[config.mk]
export PLATFORM = sky130hd
export DESIGN_NAME = multicycle_ctrl_flat
export DESIGN_NICKNAME = d
export VERILOG_FILES = /design/src/rtl/multicycle_ctrl_pkg.sv /design/src/rtl/multicycle_ctrl_if.sv /design/src/rtl/multicycle_ctrl_instr_decode.sv /design/src/rtl/multicycle_ctrl.sv /design/src/flat_wrapper.sv
export SDC_FILE = /design/constraint.sdc
export NUM_CORES = 1
export LEC_CHECK = 0
export ABC_CLOCK_PERIOD_IN_PS = 2150
export CAP_MARGIN = 0
export CORE_MARGIN = 2
export CORE_UTILIZATION = 25
export DETAILED_ROUTE_END_ITERATION = 7
export PLACE_DENSITY_LB_ADDON = 0.12
export SYNTH_ARGS = -nofsm -noshare
export SYNTH_HDL_FRONTEND = slang
export SYNTH_SLANG_ARGS = --single-unit
[constraint.sdc]
create_clock -name clk -period 2.15 [get_ports clk]
set_input_delay 0.3225 -clock clk [delete_from_list [all_inputs] [get_ports clk]]
set_output_delay 0.3225 -clock clk [all_outputs]
set_load 0.05 [all_outputs]
[src/rtl/multicycle_ctrl_pkg.sv]
// Shared constants for the multi-cycle MIPS control sequencer.
// Contents: state codes, ALU/CMP operation codes, opcode/funct values and mux encodings.
package multicycle_ctrl_pkg;

   typedef enum logic [2:0] {
      ST_FETCH  = 3'd0,
      ST_DECODE = 3'd1,
      ST_EXEC   = 3'd2,
      ST_MEM    = 3'd3,
      ST_WB     = 3'd4
   } state_e;

   typedef enum logic [3:0] {
      IC_ADDU,
      IC_SUBU,
      IC_ORI,
      IC_LUI,
      IC_LW,
      IC_SW,
      IC_BEQ,
      IC_JAL,
      IC_JR,
      IC_ILLEGAL
   } instr_class_e;

   localparam logic [3:0] ALU_ADD  = 4'd0;
   localparam logic [3:0] ALU_SUB  = 4'd1;
   localparam logic [3:0] ALU_OR   = 4'd2;
   localparam logic [3:0] ALU_LUI  = 4'd3;

   localparam logic [3:0] CMP_NONE = 4'd0;
   localparam logic [3:0] CMP_BEQ  = 4'd1;

   localparam logic [5:0] OP_RTYPE = 6'h00;
   localparam logic [5:0] OP_ORI   = 6'h0d;
   localparam logic [5:0] OP_LUI   = 6'h0f;
   localparam logic [5:0] OP_LW    = 6'h23;
   localparam logic [5:0] OP_SW    = 6'h2b;
   localparam logic [5:0] OP_BEQ   = 6'h04;
   localparam logic [5:0] OP_JAL   = 6'h03;

   localparam logic [5:0] FN_NOP   = 6'h00;
   localparam logic [5:0] FN_ADDU  = 6'h21;
   localparam logic [5:0] FN_SUBU  = 6'h23;
   localparam logic [5:0] FN_JR    = 6'h08;

   localparam logic [1:0] PC_SRC_SEQ    = 2'd0;
   localparam logic [1:0] PC_SRC_BRANCH = 2'd1;
   localparam logic [1:0] PC_SRC_JUMP   = 2'd2;
   localparam logic [1:0] PC_SRC_RS     = 2'd3;

   localparam logic [1:0] SRCB_REG  = 2'd0;
   localparam logic [1:0] SRCB_ZEXT = 2'd1;
   localparam logic [1:0] SRCB_SEXT = 2'd2;

   localparam logic [1:0] DST_RT = 2'd0;
   localparam logic [1:0] DST_RD = 2'd1;
   localparam logic [1:0] DST_RA = 2'd2;

   localparam logic [1:0] WD_ALUOUT = 2'd0;
   localparam logic [1:0] WD_MDR    = 2'd1;
   localparam logic [1:0] WD_PC     = 2'd2;

endpackage

[src/rtl/multicycle_ctrl_if.sv]
// Control/handshake bundle between the sequencer (master) and the datapath/memories (slave).
interface multicycle_ctrl_if;
   import multicycle_ctrl_pkg::*;

   logic [5:0] opcode;
   logic [5:0] funct;
   logic       branch;
   logic       imem_ready;
   logic       dmem_ready;

   logic       imem_req;
   logic       dmem_req;
   logic       dmem_we;
   logic       ir_we;
   logic       pc_we;
   logic [1:0] pc_src;
   logic       ab_we;
   logic [3:0] alu_op;
   logic [1:0] alu_src_b;
   logic [3:0] cmp_op;
   logic       aluout_we;
   logic       mdr_we;
   logic       reg_we;
   logic [1:0] reg_dst;
   logic [1:0] wd_sel;
   logic [2:0] state;
   logic       retire;
   logic       illegal_instr;
   logic       mem_timeout;

   modport master (
      input  opcode, funct, branch, imem_ready, dmem_ready,
      output imem_req, dmem_req, dmem_we, ir_we, pc_we, pc_src, ab_we,
             alu_op, alu_src_b, cmp_op, aluout_we, mdr_we, reg_we,
             reg_dst, wd_sel, state, retire, illegal_instr, mem_timeout
   );

   modport slave (
      output opcode, funct, branch, imem_ready, dmem_ready,
      input  imem_req, dmem_req, dmem_we, ir_we, pc_we, pc_src, ab_we,
             alu_op, alu_src_b, cmp_op, aluout_we, mdr_we, reg_we,
             reg_dst, wd_sel, state, retire, illegal_instr, mem_timeout
   );

endinterface

[src/rtl/multicycle_ctrl_instr_decode.sv]
// Combinational opcode/funct classifier; the all-zero nop falls out as addu.
module multicycle_ctrl_instr_decode
   import multicycle_ctrl_pkg::*;
(
   input  logic [5:0]   opcode,
   input  logic [5:0]   funct,
   output instr_class_e cls,
   output logic         illegal
);

   always_comb begin
      cls = IC_ILLEGAL;
      unique case (opcode)
         OP_RTYPE: begin
            unique case (funct)
               FN_ADDU, FN_NOP: cls = IC_ADDU;
               FN_SUBU:         cls = IC_SUBU;
               FN_JR:           cls = IC_JR;
               default:         cls = IC_ILLEGAL;
            endcase
         end
         OP_ORI:  cls = IC_ORI;
         OP_LUI:  cls = IC_LUI;
         OP_LW:   cls = IC_LW;
         OP_SW:   cls = IC_SW;
         OP_BEQ:  cls = IC_BEQ;
         OP_JAL:  cls = IC_JAL;
         default: cls = IC_ILLEGAL;
      endcase
      illegal = (cls == IC_ILLEGAL);
   end

endmodule

[src/rtl/multicycle_ctrl.sv]
// Multi-cycle FETCH/DECODE/EXEC/MEM/WB sequencer for the MIPS core.
// Only the state and wait counter are registered; every control output is decoded from them.
module multicycle_ctrl
   import multicycle_ctrl_pkg::*;
#(
   parameter int unsigned MEM_WAIT_MAX = 16,
   parameter int unsigned WAIT_W       = 5
) (
   input  logic              clk,
   input  logic              reset,
   multicycle_ctrl_if.master bus
);

   localparam logic [WAIT_W-1:0] WAIT_LAST =
      (MEM_WAIT_MAX == 0) ? '0 : WAIT_W'(MEM_WAIT_MAX - 1);

   state_e            state_q, state_d;
   logic [WAIT_W-1:0] cnt_q, cnt_d;

   instr_class_e cls;
   logic         illegal;
   logic         wait_expired;

   logic       imem_req_c, dmem_req_c, dmem_we_c, ir_we_c, pc_we_c, ab_we_c;
   logic       aluout_we_c, mdr_we_c, reg_we_c, retire_c, illegal_c, timeout_c;
   logic [1:0] pc_src_c, alu_src_b_c, reg_dst_c, wd_sel_c;
   logic [3:0] alu_op_c, cmp_op_c;

   multicycle_ctrl_instr_decode u_decode (
      .opcode  (bus.opcode),
      .funct   (bus.funct),
      .cls     (cls),
      .illegal (illegal)
   );

   always_comb begin
      state_d      = state_q;
      cnt_d        = '0;
      wait_expired = (MEM_WAIT_MAX != 0) && (cnt_q == WAIT_LAST);
      imem_req_c   = 1'b0;
      dmem_req_c   = 1'b0;
      dmem_we_c    = 1'b0;
      ir_we_c      = 1'b0;
      pc_we_c      = 1'b0;
      pc_src_c     = PC_SRC_SEQ;
      ab_we_c      = 1'b0;
      alu_op_c     = ALU_ADD;
      alu_src_b_c  = SRCB_REG;
      cmp_op_c     = CMP_NONE;
      aluout_we_c  = 1'b0;
      mdr_we_c     = 1'b0;
      reg_we_c     = 1'b0;
      reg_dst_c    = DST_RT;
      wd_sel_c     = WD_ALUOUT;
      retire_c     = 1'b0;
      illegal_c    = 1'b0;
      timeout_c    = 1'b0;

      unique case (state_q)
         ST_FETCH: begin
            imem_req_c = 1'b1;
            if (bus.imem_ready) begin
               ir_we_c  = 1'b1;
               pc_we_c  = 1'b1;
               pc_src_c = PC_SRC_SEQ;
               state_d  = ST_DECODE;
            end else if (wait_expired) begin
               // PC is left alone so the next FETCH retries the same word.
               timeout_c = 1'b1;
            end else begin
               cnt_d = cnt_q + 1'b1;
            end
         end

         ST_DECODE: begin
            state_d = ST_FETCH;
            if (illegal) begin
               illegal_c = 1'b1;
            end else begin
               ab_we_c = 1'b1;
               unique case (cls)
                  IC_JAL: begin
                     reg_we_c  = 1'b1;
                     reg_dst_c = DST_RA;
                     wd_sel_c  = WD_PC;
                     pc_we_c   = 1'b1;
                     pc_src_c  = PC_SRC_JUMP;
                     retire_c  = 1'b1;
                  end
                  IC_JR: begin
                     pc_we_c  = 1'b1;
                     pc_src_c = PC_SRC_RS;
                     retire_c = 1'b1;
                  end
                  default: state_d = ST_EXEC;
               endcase
            end
         end

         ST_EXEC: begin
            aluout_we_c = 1'b1;
            state_d     = ST_WB;
            unique case (cls)
               IC_ADDU: alu_op_c = ALU_ADD;
               IC_SUBU: alu_op_c = ALU_SUB;
               IC_ORI: begin
                  alu_op_c    = ALU_OR;
                  alu_src_b_c = SRCB_ZEXT;
               end
               IC_LUI: begin
                  alu_op_c    = ALU_LUI;
                  alu_src_b_c = SRCB_ZEXT;
               end
               IC_LW, IC_SW: begin
                  alu_op_c    = ALU_ADD;
                  alu_src_b_c = SRCB_SEXT;
                  state_d     = ST_MEM;
               end
               IC_BEQ: begin
                  aluout_we_c = 1'b0;
                  alu_op_c    = ALU_SUB;
                  cmp_op_c    = CMP_BEQ;
                  pc_we_c     = bus.branch;
                  pc_src_c    = bus.branch ? PC_SRC_BRANCH : PC_SRC_SEQ;
                  retire_c    = 1'b1;
                  state_d     = ST_FETCH;
               end
               default: begin
                  aluout_we_c = 1'b0;
                  state_d     = ST_FETCH;
               end
            endcase
         end

         ST_MEM: begin
            dmem_req_c = 1'b1;
            dmem_we_c  = (cls == IC_SW);
            if (bus.dmem_ready) begin
               if (cls == IC_SW) begin
                  retire_c = 1'b1;
                  state_d  = ST_FETCH;
               end else begin
                  mdr_we_c = 1'b1;
                  state_d  = ST_WB;
               end
            end else if (wait_expired) begin
               dmem_req_c = 1'b0;
               dmem_we_c  = 1'b0;
               timeout_c  = 1'b1;
               state_d    = ST_FETCH;
            end else begin
               cnt_d = cnt_q + 1'b1;
            end
         end

         ST_WB: begin
            reg_we_c = 1'b1;
            retire_c = 1'b1;
            state_d  = ST_FETCH;
            unique case (cls)
               IC_ADDU, IC_SUBU: reg_dst_c = DST_RD;
               IC_LW:            wd_sel_c  = WD_MDR;
               default:          reg_dst_c = DST_RT;
            endcase
         end

         default: state_d = ST_FETCH;
      endcase
   end

   always_ff @(posedge clk or negedge reset) begin
      if (!reset) begin
         state_q <= ST_FETCH;
         cnt_q   <= '0;
      end else begin
         state_q <= state_d;
         cnt_q   <= cnt_d;
      end
   end

   // Outputs are gated by reset so an asserted reset silences every strobe immediately.
   assign bus.imem_req      = reset & imem_req_c;
   assign bus.dmem_req      = reset & dmem_req_c;
   assign bus.dmem_we       = reset & dmem_we_c;
   assign bus.ir_we         = reset & ir_we_c;
   assign bus.pc_we         = reset & pc_we_c;
   assign bus.pc_src        = reset ? pc_src_c    : '0;
   assign bus.ab_we         = reset & ab_we_c;
   assign bus.alu_op        = reset ? alu_op_c    : '0;
   assign bus.alu_src_b     = reset ? alu_src_b_c : '0;
   assign bus.cmp_op        = reset ? cmp_op_c    : '0;
   assign bus.aluout_we     = reset & aluout_we_c;
   assign bus.mdr_we        = reset & mdr_we_c;
   assign bus.reg_we        = reset & reg_we_c;
   assign bus.reg_dst       = reset ? reg_dst_c   : '0;
   assign bus.wd_sel        = reset ? wd_sel_c    : '0;
   assign bus.state         = reset ? state_q     : '0;
   assign bus.retire        = reset & retire_c;
   assign bus.illegal_instr = reset & illegal_c;
   assign bus.mem_timeout   = reset & timeout_c;

endmodule

[src/flat_wrapper.sv]
// flat-port wrapper written by rule: the top's interface ports become plain ports
module multicycle_ctrl_flat import multicycle_ctrl_pkg::*;
#(
   parameter int unsigned MEM_WAIT_MAX = 16,
   parameter int unsigned WAIT_W       = 5
)
  (clk, reset, bus_opcode, bus_funct, bus_branch, bus_imem_ready, bus_dmem_ready, bus_imem_req, bus_dmem_req, bus_dmem_we, bus_ir_we, bus_pc_we, bus_pc_src, bus_ab_we, bus_alu_op, bus_alu_src_b, bus_cmp_op, bus_aluout_we, bus_mdr_we, bus_reg_we, bus_reg_dst, bus_wd_sel, bus_state, bus_retire, bus_illegal_instr, bus_mem_timeout);
  multicycle_ctrl_if bus_i ();
  input  logic clk;
  input  logic reset;
  input wire logic [$bits(bus_i.opcode)-1:0] bus_opcode;
  input wire logic [$bits(bus_i.funct)-1:0] bus_funct;
  input wire logic [$bits(bus_i.branch)-1:0] bus_branch;
  input wire logic [$bits(bus_i.imem_ready)-1:0] bus_imem_ready;
  input wire logic [$bits(bus_i.dmem_ready)-1:0] bus_dmem_ready;
  output wire logic [$bits(bus_i.imem_req)-1:0] bus_imem_req;
  output wire logic [$bits(bus_i.dmem_req)-1:0] bus_dmem_req;
  output wire logic [$bits(bus_i.dmem_we)-1:0] bus_dmem_we;
  output wire logic [$bits(bus_i.ir_we)-1:0] bus_ir_we;
  output wire logic [$bits(bus_i.pc_we)-1:0] bus_pc_we;
  output wire logic [$bits(bus_i.pc_src)-1:0] bus_pc_src;
  output wire logic [$bits(bus_i.ab_we)-1:0] bus_ab_we;
  output wire logic [$bits(bus_i.alu_op)-1:0] bus_alu_op;
  output wire logic [$bits(bus_i.alu_src_b)-1:0] bus_alu_src_b;
  output wire logic [$bits(bus_i.cmp_op)-1:0] bus_cmp_op;
  output wire logic [$bits(bus_i.aluout_we)-1:0] bus_aluout_we;
  output wire logic [$bits(bus_i.mdr_we)-1:0] bus_mdr_we;
  output wire logic [$bits(bus_i.reg_we)-1:0] bus_reg_we;
  output wire logic [$bits(bus_i.reg_dst)-1:0] bus_reg_dst;
  output wire logic [$bits(bus_i.wd_sel)-1:0] bus_wd_sel;
  output wire logic [$bits(bus_i.state)-1:0] bus_state;
  output wire logic [$bits(bus_i.retire)-1:0] bus_retire;
  output wire logic [$bits(bus_i.illegal_instr)-1:0] bus_illegal_instr;
  output wire logic [$bits(bus_i.mem_timeout)-1:0] bus_mem_timeout;
  assign bus_i.opcode = bus_opcode;
  assign bus_i.funct = bus_funct;
  assign bus_i.branch = bus_branch;
  assign bus_i.imem_ready = bus_imem_ready;
  assign bus_i.dmem_ready = bus_dmem_ready;
  assign bus_imem_req = bus_i.imem_req;
  assign bus_dmem_req = bus_i.dmem_req;
  assign bus_dmem_we = bus_i.dmem_we;
  assign bus_ir_we = bus_i.ir_we;
  assign bus_pc_we = bus_i.pc_we;
  assign bus_pc_src = bus_i.pc_src;
  assign bus_ab_we = bus_i.ab_we;
  assign bus_alu_op = bus_i.alu_op;
  assign bus_alu_src_b = bus_i.alu_src_b;
  assign bus_cmp_op = bus_i.cmp_op;
  assign bus_aluout_we = bus_i.aluout_we;
  assign bus_mdr_we = bus_i.mdr_we;
  assign bus_reg_we = bus_i.reg_we;
  assign bus_reg_dst = bus_i.reg_dst;
  assign bus_wd_sel = bus_i.wd_sel;
  assign bus_state = bus_i.state;
  assign bus_retire = bus_i.retire;
  assign bus_illegal_instr = bus_i.illegal_instr;
  assign bus_mem_timeout = bus_i.mem_timeout;
  multicycle_ctrl #(.MEM_WAIT_MAX(MEM_WAIT_MAX), .WAIT_W(WAIT_W)) u_core (.clk(clk), .reset(reset), .bus(bus_i));
endmodule
==> qor.yml <==
logic_synthesis:
  synth_area_sq_um: 1100
  synth_compound_area_share_pct: 21.6
  synth_flop_cell: "dfrtp_1"
  post-synth-top-area-cell: "dfrtp_1"
  synth_top_family_by_area: "simple AND/OR/NAND/NOR gates"
  netlist_instances: 145
  ys_top_cells_by_area: "dfrtp_1 18%, nor2_1 5.1%, nand2_1 4.8%"
  synth_xor_xnor_area_share_pct: 4.77
  synth_fa_ha_area_share_pct: 1.14
  postSynthAreaPerCell_sq_um: 7.60
  synth_edf_count: 0
  ys_ff_latch: 8
  synth-simple-area-share_pct: 43.9
  synth_commonest_cells: "15 x nor2_1, 14 x nand2_1, 8 x dfrtp_1"
  synth_mux_area_share_pct: 1.02
  postSynth.asyncResetShare_pct: 100
  ys_warn_count: 0
  seq_area_frac_synth_pct: 18.2
  synth_cell_types: 51
  yosysMostFrequentCell: "nor2_1"
  synth_top_area_share_pct: 18.2
placement:
  place.port_buffers: 42
  dp_slack_ns: -0.588
  dp_hpwl_mm: 3.19
  place_congestion: 0.883
  place_inst: 262
sta:
  hold_ws_ns: 0.461
  max_freq_mhz: 422
  drv_slew: 0
  fin_crit_sh_pct: 110
  min_period_ns: 2.37
  skew_ns: 0.00105
  tns_ns: -1.81
  hold_viol: 0
  report.final.setup_viol: 13
  rsz0062_at_grt: "yes"
  setup_ws_ns: -0.217
layout:
  fillerInstances: 372
  area_growth_pct: 119
  fin_cells: 276
  register_area_sq_um: 203
  layout-drive-gt1-share_pct: 60.7
  antenna_cells: 0
  multiInputGateArea_sq_um: 1070
  layout.nets: 244
clock_network:
  clk_pin_slew_ns: 0.04
  cts_sinks: 8
  ctsHoldBuffers: 0
  cts_root_buf: "clkbuf_8"
  cts_tree: "done"
  clock_latency_ns: 0.22
  numCtsBuffers: 3
  cts_htree_levels: 1
  clockBufferDepth: 2
worst_setup_path:
  path_buf_inv: 3
  arrival_ns: 2.04
  cp_top_family: "simple AND/OR/NAND/NOR gates"
  end_kind: "output pin"
  rr_endpoint: "u_core.cnt_q[3]"
  worstSetupStartpointType: "input pin"
  slowest_stage: "or3_4"
  crit_fanout: 3
  max_stage_delay_ns: 0.40
  crit_chain: "buf_8, or3_4, buf_6, nor4b_4, a2bb2oi_4, and2_4, and4_4, buf_12"
  r2r_start: "u_core.state_q[0]"
  r2r_cells: 5
  rrSetupSlack_ns: 0.60
  criticalPathCategory: "input pin to output pin"
  required_ns: 1.83
detailed_routing:
  detail-route-antenna-nets: 0
  first_pass_iters: 4
  drt-total-wl_mm: 4.28
  wire_per_inst_microns: 15.5
  remaining_drc_errors: 0
  drtIter0Drc: 53
  num_vias: 1398
  routed_via_density: 5.07
hold_path:
  hold_depth: 1
  min_to: "u_core.cnt_q[0]"
  worstHoldStart: "u_core.cnt_q[0]"
  hp-class: "flop to flop"
grt:
  grt_pass1_vias: 1497
  grt_max_degree: 14
  grt-ovfl-total: 0
  track_usage_pct: 17.2
  antenna_found_initial: 0
  grt_pass1_wl_mm: 7.04
floorplan:
  ios: 48
  rows: 24
  coreArea_sq_um: 4290
  start_util_pct: 25.7
  die_h_microns: 70.4
  die_area_sq_um: 4960
  die_w_microns: 70.4
outcome:
  violations: "setup timing"
  status: "finished with violations"
power_and_ir_drop:
  power_density_nw_per_um2: 286
  worst_ir_drop_vdd_uv: 243
  p_leak_nw: 0.996
job:
  max-cap-violations: 0
worst max path at each step:
stage | startpoint | to | slack [ns] | cells past startpoint
CTS | bus_funct[4] | bus_reg_dst[0] | -0.18 | 7
floorplan | bus_opcode[2] | bus_retire | -0.22 | 6
detailed placement | bus_funct[1] | bus_alu_op[1] | -0.59 | 7
global placement | bus_funct[1] | bus_alu_src_b[0] | -0.52 | 7
global route | bus_funct[2] | bus_pc_src[0] | -0.28 | 9
finish | bus_funct[2] | bus_wd_sel[0] | -0.22 | 8
cells by family after synthesis:
logic type,count (synthesis)
compound gates,28
xor+xnor,6
fa+ha+maj,1
buf+inv,20
flops,8
mux,1
other cells,1
simple gates,80
through the flow:
step           instance area [sq um]  total power, mW  utilization (%)
6_report                        2410            0.690             56.2
5_1_grt                         2410            0.731             56.2
4_1_cts                         2320            0.678             53.9
3_5_place_dp                    2090            0.474             48.6
3_3_place_gp                    2090            0.469             48.6
2_1_floorplan                   1180            0.332                -
registers in the layout, summed over array words and instances (netlist names):
register,cells
u_core.state_q,3
u_core.cnt_q,5
routing by layer:
metal	part of all wire [%]	track usage, %	routed length (microns)
met4	0.54	2.35	23
met5	0	0	0
met3	3.1	2.74	131
met2	56	33.1	2380
met1	41	20.0	1750
report_power, final:
group	total (mW)	internal (mW)	switching, mW
clock	0.176	0.121	0.0551
combinational	0.345	0.155	0.190
sequential	0.169	0.159	0.0102
total	0.690	0.435	0.255
timing repair:
action                                  in CTS  in global routing
cloned                                       0                  0
gates resized for setup                     65                 24
setup buffers                                7                  4
pin swaps                                   22                 20
endpoints found under the setup margin      19                 20
layout by cell type (no fill, tap or decap), types with 4 or more instances in the layout:
cell	instances
buf_4	37
buf_12	26
nand2_1	13
nor2_1	9
buf_6	8
inv_1	6
dfrtp_1	6
nor2_2	5
a21oi_1	5
conb_1	5
buf_2	5
nor4_4	4
and3_4	4
nand3_1	4
and2_1	4
clkdlybuf4s50_1	4
final cells by class:
| type | instances | area share, % |
|---|---|---|
| multi-input cells | 121 | 44.2 |
| well taps | 52 | 2.70 |
| clock buffers | 3 | 1.71 |
| repair buffers | 86 | 42.1 |
| inverters | 6 | 0.934 |
| flip-flops and latches | 8 | 8.40 |
No activity file was read; power rests on OpenSTA's default activity.
